File: src/rtl/usb_stream_out.sv
// Drains one full block from the ping-pong buffer and streams it to the FX3 GPIF write port,
// using a one-word skid register to absorb the read in flight when fx3Ready drops.
module usb_stream_out #(
  parameter int unsigned BLOCK_WORDS  = 8192,
  parameter int unsigned SAMPLE_WIDTH = 10,
  parameter int unsigned BUS_WIDTH    = 16,
  parameter int unsigned GAP_CYCLES   = 2
) (
  input  logic                    readClock,
  input  logic                    nReset,
  input  logic                    collectData,
  input  logic                    testMode,
  input  logic                    dataAvailable,
  input  logic [SAMPLE_WIDTH-1:0] bufferData,
  output logic                    isReading,
  input  logic                    fx3Ready,
  output logic [BUS_WIDTH-1:0]    fx3Data,
  output logic                    fx3Write,
  output logic                    busy,
  output logic [15:0]             blocksSent
);

  localparam int unsigned CntW = $clog2(BLOCK_WORDS + 1);
  localparam int unsigned GapW = (GAP_CYCLES > 1) ? $clog2(GAP_CYCLES) : 1;
  localparam logic [CntW-1:0] BlockCount = CntW'(BLOCK_WORDS);
  localparam logic [CntW-1:0] LastWord   = CntW'(BLOCK_WORDS - 1);
  localparam logic [GapW-1:0] LastGap    = GapW'(GAP_CYCLES - 1);

  typedef enum logic [1:0] {StIdle, StStream, StGap} streamState;

  streamState              stateQ, stateD;
  logic [CntW-1:0]         issuedQ, issuedD;
  logic [CntW-1:0]         returnedQ, returnedD;
  logic [GapW-1:0]         gapQ, gapD;
  logic                    rdValidQ;
  logic [SAMPLE_WIDTH-1:0] skidQ, skidD;
  logic                    skidValidQ, skidValidD;
  logic [SAMPLE_WIDTH-1:0] testCountQ, testCountD;
  logic [BUS_WIDTH-1:0]    fx3DataD;
  logic                    fx3WriteD;
  logic [15:0]             blocksSentD;
  logic                    emit;
  logic [SAMPLE_WIDTH-1:0] sample;

  assign busy = (stateQ != StIdle);

  always_comb begin
    stateD      = stateQ;
    issuedD     = issuedQ;
    returnedD   = returnedQ;
    gapD        = gapQ;
    skidD       = skidQ;
    skidValidD  = skidValidQ;
    testCountD  = testCountQ;
    fx3DataD    = fx3Data;
    fx3WriteD   = 1'b0;
    blocksSentD = blocksSent;
    isReading   = 1'b0;
    emit        = 1'b0;
    // rdValid and skidValid are mutually exclusive, so this mux is unambiguous.
    sample      = rdValidQ ? bufferData : skidQ;

    unique case (stateQ)
      StIdle: begin
        issuedD   = '0;
        returnedD = '0;
        if (!collectData) testCountD = '0;
        if (collectData && dataAvailable && fx3Ready) stateD = StStream;
      end

      StStream: begin
        isReading = fx3Ready && (issuedQ < BlockCount) && !skidValidQ;
        if (isReading) issuedD = issuedQ + 1'b1;

        if (rdValidQ) begin
          if (fx3Ready) begin
            emit = 1'b1;
          end else begin
            skidD      = bufferData;
            skidValidD = 1'b1;
          end
        end else if (skidValidQ && fx3Ready) begin
          emit       = 1'b1;
          skidValidD = 1'b0;
        end

        if (emit) begin
          fx3DataD   = BUS_WIDTH'(testMode ? testCountQ : sample);
          fx3WriteD  = 1'b1;
          returnedD  = returnedQ + 1'b1;
          testCountD = testCountQ + 1'b1;
          if (returnedQ == LastWord) begin
            stateD = StGap;
            gapD   = '0;
          end
        end
      end

      StGap: begin
        // Gives the buffer time to drop its registered dataAvailable before re-sampling.
        if (gapQ == LastGap) begin
          stateD      = StIdle;
          blocksSentD = blocksSent + 16'd1;
        end else begin
          gapD = gapQ + 1'b1;
        end
      end

      default: stateD = StIdle;
    endcase
  end

  always_ff @(posedge readClock or negedge nReset) begin
    if (!nReset) begin
      stateQ     <= StIdle;
      issuedQ    <= '0;
      returnedQ  <= '0;
      gapQ       <= '0;
      rdValidQ   <= 1'b0;
      skidQ      <= '0;
      skidValidQ <= 1'b0;
      testCountQ <= '0;
      fx3Data    <= '0;
      fx3Write   <= 1'b0;
      blocksSent <= '0;
    end else begin
      stateQ     <= stateD;
      issuedQ    <= issuedD;
      returnedQ  <= returnedD;
      gapQ       <= gapD;
      rdValidQ   <= isReading;
      skidQ      <= skidD;
      skidValidQ <= skidValidD;
      testCountQ <= testCountD;
      fx3Data    <= fx3DataD;
      fx3Write   <= fx3WriteD;
      blocksSent <= blocksSentD;
    end
  end

endmodule

File: config.mk
export PLATFORM = sky130hd
export DESIGN_NAME = usb_stream_out
export DESIGN_NICKNAME = d
export VERILOG_FILES = /design/src/rtl/usb_stream_out.sv
export SDC_FILE = /design/constraint.sdc
export NUM_CORES = 1
export LEC_CHECK = 0
export BUFFER_PORTS_ARGS = -buffer_cell sky130_fd_sc_hd__clkbuf_2
export CAP_MARGIN = 20
export CORE_MARGIN = 2
export CORE_UTILIZATION = 25
export DETAILED_ROUTE_END_ITERATION = 6
export PLACE_DENSITY = 0.43
export SLEW_MARGIN = 40
export SYNTH_ARGS = -nofsm -noshare
export SYNTH_HDL_FRONTEND = slang
export SYNTH_SLANG_ARGS = --single-unit
File: constraint.sdc
create_clock -name readClock -period 2.4 [get_ports readClock]
set_input_delay 0.48 -clock readClock [delete_from_list [all_inputs] [get_ports readClock]]
set_output_delay 0.48 -clock readClock [all_outputs]
set_load 0.03 [all_outputs]
* Word level (Yosys, flattened, before mapping)
Cells that the tools add are included.
Widths: inputs -> output; s select.
** Cells by class
- Add/sub/neg operators :: 5
- Magnitude comparators :: 1
- Eq/ne operators :: 10
- Muxes and demuxes :: 28
- Bitwise logic cells :: 1
- Reduce and logical (&&, ||, !) cells :: 20
** Operator list (number)
- $pmux 14 s2 :: 2
- $mux 10 :: 4
- $add 14x1->14 const B :: 2
- $mux 14 :: 2
- $pmux 10 s2 :: 1
- $add 16x1->16 const B :: 1
- $eq 14x13->1 const B :: 1
- $lt 14x14->1 const B :: 1
- $ne 2x2->1 const B :: 7
- $mux 1 :: 13
- $reduce_and 3->1 :: 4
- $add 10x1->10 const B :: 1
- $mux 2 :: 4
- $reduce_and 2->1 :: 4
- $reduce_bool 2->1 :: 4
- $pmux 2 s3 :: 1
- $logic_and 1x1->1 :: 5
- $reduce_and 4->1 :: 1
- $eq 2x1->1 const B :: 1
- $eq 2x2->1 const B :: 1
- $logic_not 2->1 :: 1
- $pmux 1 s2 :: 1
- $add 1x1->1 const B :: 1
- $logic_not 1->1 :: 1
- $not 1->1 :: 1
** Storage, ports and cells
- Bits in registers :: 86
- Bits of input ports :: 16
- Output and inout bits :: 35

* Logic depth before layout (Yosys ltp)
- Word-level depth :: 6
- Gate-level depth with buffers :: 6

* Least setup slack after synthesis
No wires, ideal clock.
- Path kind :: in2out
- From :: input fx3Ready
- To :: output isReading
- Arrival :: 1.578 ns
- Data required time :: 1.920 ns
- Path slack :: 0.342 ns
- Stages :: 4
- Cell sequence :: buf_4 or3b_1 buf_6 nor2_1
** On the way
- Cells in the longest elaborated chain, start to end :: 3
** RTL lines
- start: declaration :: line 16 : input logic fx3Ready,
- $logic_and 1x1->1 (2 in series) :: line 72 : isReading = fx3Ready && (issuedQ < BlockCount) && !skidValidQ;
- $mux 1 :: line 63 : unique case (stateQ)
- end: declaration :: line 15 : output logic isReading,
Every way passes these cells.

* Worst setup path after layout
- From :: register stateQ[0]
- To :: output isReading
** On the way
- Cells in the longest elaborated chain, start to end :: 2
** RTL lines
- start: declaration :: line 31 : streamState stateQ, stateD;
- start signal: assignment :: line 115 : stateQ <= StIdle;
- start signal: assignment :: line 127 : stateQ <= stateD;
- $eq 2x1->1 :: line 63
- $mux 1 :: line 63
Every way passes these cells.

==> summary.md <==
The run finished with clean final reports. By area the synthesized netlist is led by dfrtp_1, mux2i_1, xnor2_1. Post-detailed-route DRC marker count: 0. The starting utilization of the core area is 0.255, and the share of post-route cells with drive strength above 1 is 0.207.

The fraction of synthesis flops using an asynchronous set or reset pin is 1.00, and the gate count of the mapped netlist is 379. At the end of routability-driven placement, the weighted congestion stood at 0.775. At the worst endpoint, the arrival time is 1720 ps. During I/O placement, the number of pins put on the boundary was 51. The tools report the placed wire-length estimate as 6.38 mm. At the pin with the least slew margin, the transition time is 772 ps.

After global routing the overflow that remains totals 0. The number of distinct standard cells referenced by the synthesized netlist was 50; the pin count of the biggest net entering global routing was 49. The flip-flop and latch count after synthesis came out at 80.

Once detail routing completed, the nets flagged for antenna violations numbered 0. No sink is reached through more buffers than the 2 on the longest clock path. Number of input and output port buffers inserted: 44. The most frequently used flop master after synthesis was dfrtp_1. The total of warnings raised by yosys was 0. The post-CTS setup-driven buffer insertion count is 0, and the CTS sink count is 80.

The width of the die is 129 um. STA classifies the critical path endpoint as an output port. The number of hold-slack violations in the final timing report came out at 0.

For the global-route wire length before repair, the log shows 14.6 mm. For the clock buffer count from CTS, the log shows 9. The number of synthesized flops with an enable pin was 0; the sequential cell area fraction in the yosys report was 0.516.

The area of the core is 0.0152 mm2, and the layout overhead on the synthesized area is 20.3%. In the routed layout, each cell is associated on average with a via count of 4.54. At the worst endpoint, the required time is 1920 ps. Post-synthesis cell type with the largest combined area: dfrtp_1. The tools report the detailed router's first-iteration violation count as 132. The endpoint identified for the worst register-to-register timing path is skidQ[6]. Setup violations remaining at the end of the flow were counted as 0.

TritonCTS built the clock tree. The clock tree root buffer cell was clkbuf_16. For this design the static power due to leakage is 2.16 nW.

The top cell type's share of synthesized area was 0.516; the maximum clock rate was 455 MHz. The H-tree depth is 3. Setup repair after global routing left no endpoint under its margin. Setup total negative slack on the finished layout was measured at 0 ps. The startpoint class of the critical path is a flop. The remaining max-slew budget at the tightest pin is 0.482, and the final wirelength is 8.89 mm. The tightest min-delay check is of the in -> async type. The number of iterations in the first detailed-routing pass was 4.

At the later pin of the worst-skew pair, clock insertion delay measures 330 ps. The placed instances occupy a cell area of 0.00437 mm2. The via count of the first global-routing pass was 2,775.

The hold buffer count at cts is 0. By instance count, the leading cell after synthesis is dfrtp_1. The total number of vias was 2,854; the cell depth of the worst flop-to-flop path was 4.

The final count of pins violating max slew came out at 0. The share of the cycle needed by the critical path after routing came out at 0.915. After clock tree synthesis, the clock-pin slew on the worst setup and hold paths is 60 ps. The smallest clock period supported by the final layout is computed as 2200 ps. After routing the design area is 0.00467 mm2. Reg-to-reg startpoint: stateQ[0]. In this run the power density over the cells is 902 mW/mm2.

The die is 129 um tall. The wire length per cell is 14.2 um, and the maximum VDD drop is 0.000352 V. For this run, the post-layout net count is 455. The combined global-route utilization of all metal layers was 0.113. The run gives 0.307 as the final core utilization. The maximum fanout encountered on the critical timing path is 10, and the number of antenna violations at the first check in global routing is 0. The logs give 8.04 ps for the maximum clock skew at final layout and 45 for the placement row count. The die covers 0.0165 mm2.

The mapped cell area is 0.00388 mm2. After synthesis, the most frequently instantiated cells are dfrtp_1, nand2_1, nor2_1. The setup check on the worst reg-to-reg path leaves a slack of 410 ps. Critical path start-end classification: reg -> out. Gates resized during post-CTS repair numbered 0. The worst-case hold slack was 170 ps. 0 antenna diodes ended up in the layout. Max-cap violations in this run came to 0. The post-synthesis average cell area came out at 10.2 um2.
sequential cells by signal (all words and copies together) (netlist names):
register    flops
rdValidQ        1
testCountQ     10
stateQ          2
blocksSent     16
fx3Data        10
gapQ            1
skidQ          10
issuedQ        14
fx3Write        1
returnedQ      14
skidValidQ      1
per-stage QoR:
step                      setup slack [ps]  power [mW]  cells
final                                  204        4.21    628
after global routing                  80.0        4.48    628
after CTS                              186        4.27    628
after detailed placement               330        2.86    612
after global placement                 368        2.84    612
after floorplan                        342        2.54    384
power by group:
group | total [mW] | switching, mW | internal, mW
registers | 1.85 | 0.224 | 1.62
logic | 0.976 | 0.604 | 0.371
clock network | 1.39 | 0.554 | 0.833
total | 4.21 | 1.38 | 2.83
area by class of cell:
cell class / count / area [um2]
Fill cell: 1581 / 10500
Sequential cell: 80 / 2000
Multi-Input combinational cell: 275 / 1750
Timing Repair Buffer: 58 / 340
Clock buffer: 11 / 243
Tap cell: 188 / 235
Clock inverter: 5 / 56.3
Inverter: 11 / 41.3
worst max path at each step:
stage	start	endpoint	slack, ps	cells after the start
global route	stateQ[0]	isReading	80	4
CTS	stateQ[0]	isReading	190	4
detailed placement	fx3Ready	issuedQ[11]	330	6
floorplan	fx3Ready	isReading	340	4
finish	stateQ[0]	isReading	200	4
global placement	fx3Ready	issuedQ[11]	370	6
routing by layer:
| metal | vias to the layer above | GRT usage | routed length (um) |
|---|---|---|---|
| met3 | 10 | 0.0320 | 379 |
| met2 | 57 | 0.161 | 3790 |
| met4 | 0 | 0.0358 | 121 |
| met1 | 1371 | 0.165 | 4600 |
| met5 | - | 0 | 0 |
| li1 | 1416 | - | - |
cell usage in the layout (no fill, tap or decap), types with 3 or more instances in the layout:
cell,synthesis,routed
mux2i_1,21,21
nand3_1,23,23
inv_1,10,10
o21ai_0,19,19
nor2_1,39,39
dfrtp_1,80,80
and4_1,3,3
conb_1,1,6
a21oi_1,14,14
nand2_1,46,46
buf_4,7,14
nand4_1,7,7
xnor2_1,21,21
nand3b_1,3,3
clkbuf_16,0,9
ha_1,4,4
clkbuf_2,0,43
nor3_1,5,5
and3_1,4,4
a211oi_1,3,3
xor2_1,10,10
mux2_2,11,11
nor4_1,5,5
critical path, cell delays in order (launching register included):
cell      delay, ps
dfrtp_1         620
nand2b_1        140
buf_4           180
nor2_1          200
clkbuf_2        250
cell families (layout without fill, tap and decap cells):
| family | Yosys count | after routing | share of synthesized area |
|---|---|---|---|
| other cells | 1 | 6 | 0.000966 |
| mux | 32 | 32 | 0.0860 |
| compound gates | 51 | 51 | 0.0793 |
| buf+inv | 29 | 85 | 0.0377 |
| flops | 80 | 80 | 0.516 |
| simple gates | 151 | 151 | 0.198 |
| xor+xnor | 31 | 31 | 0.0699 |
| fa+ha+maj | 4 | 4 | 0.0129 |
No activity file was read; power rests on OpenSTA's default activity.
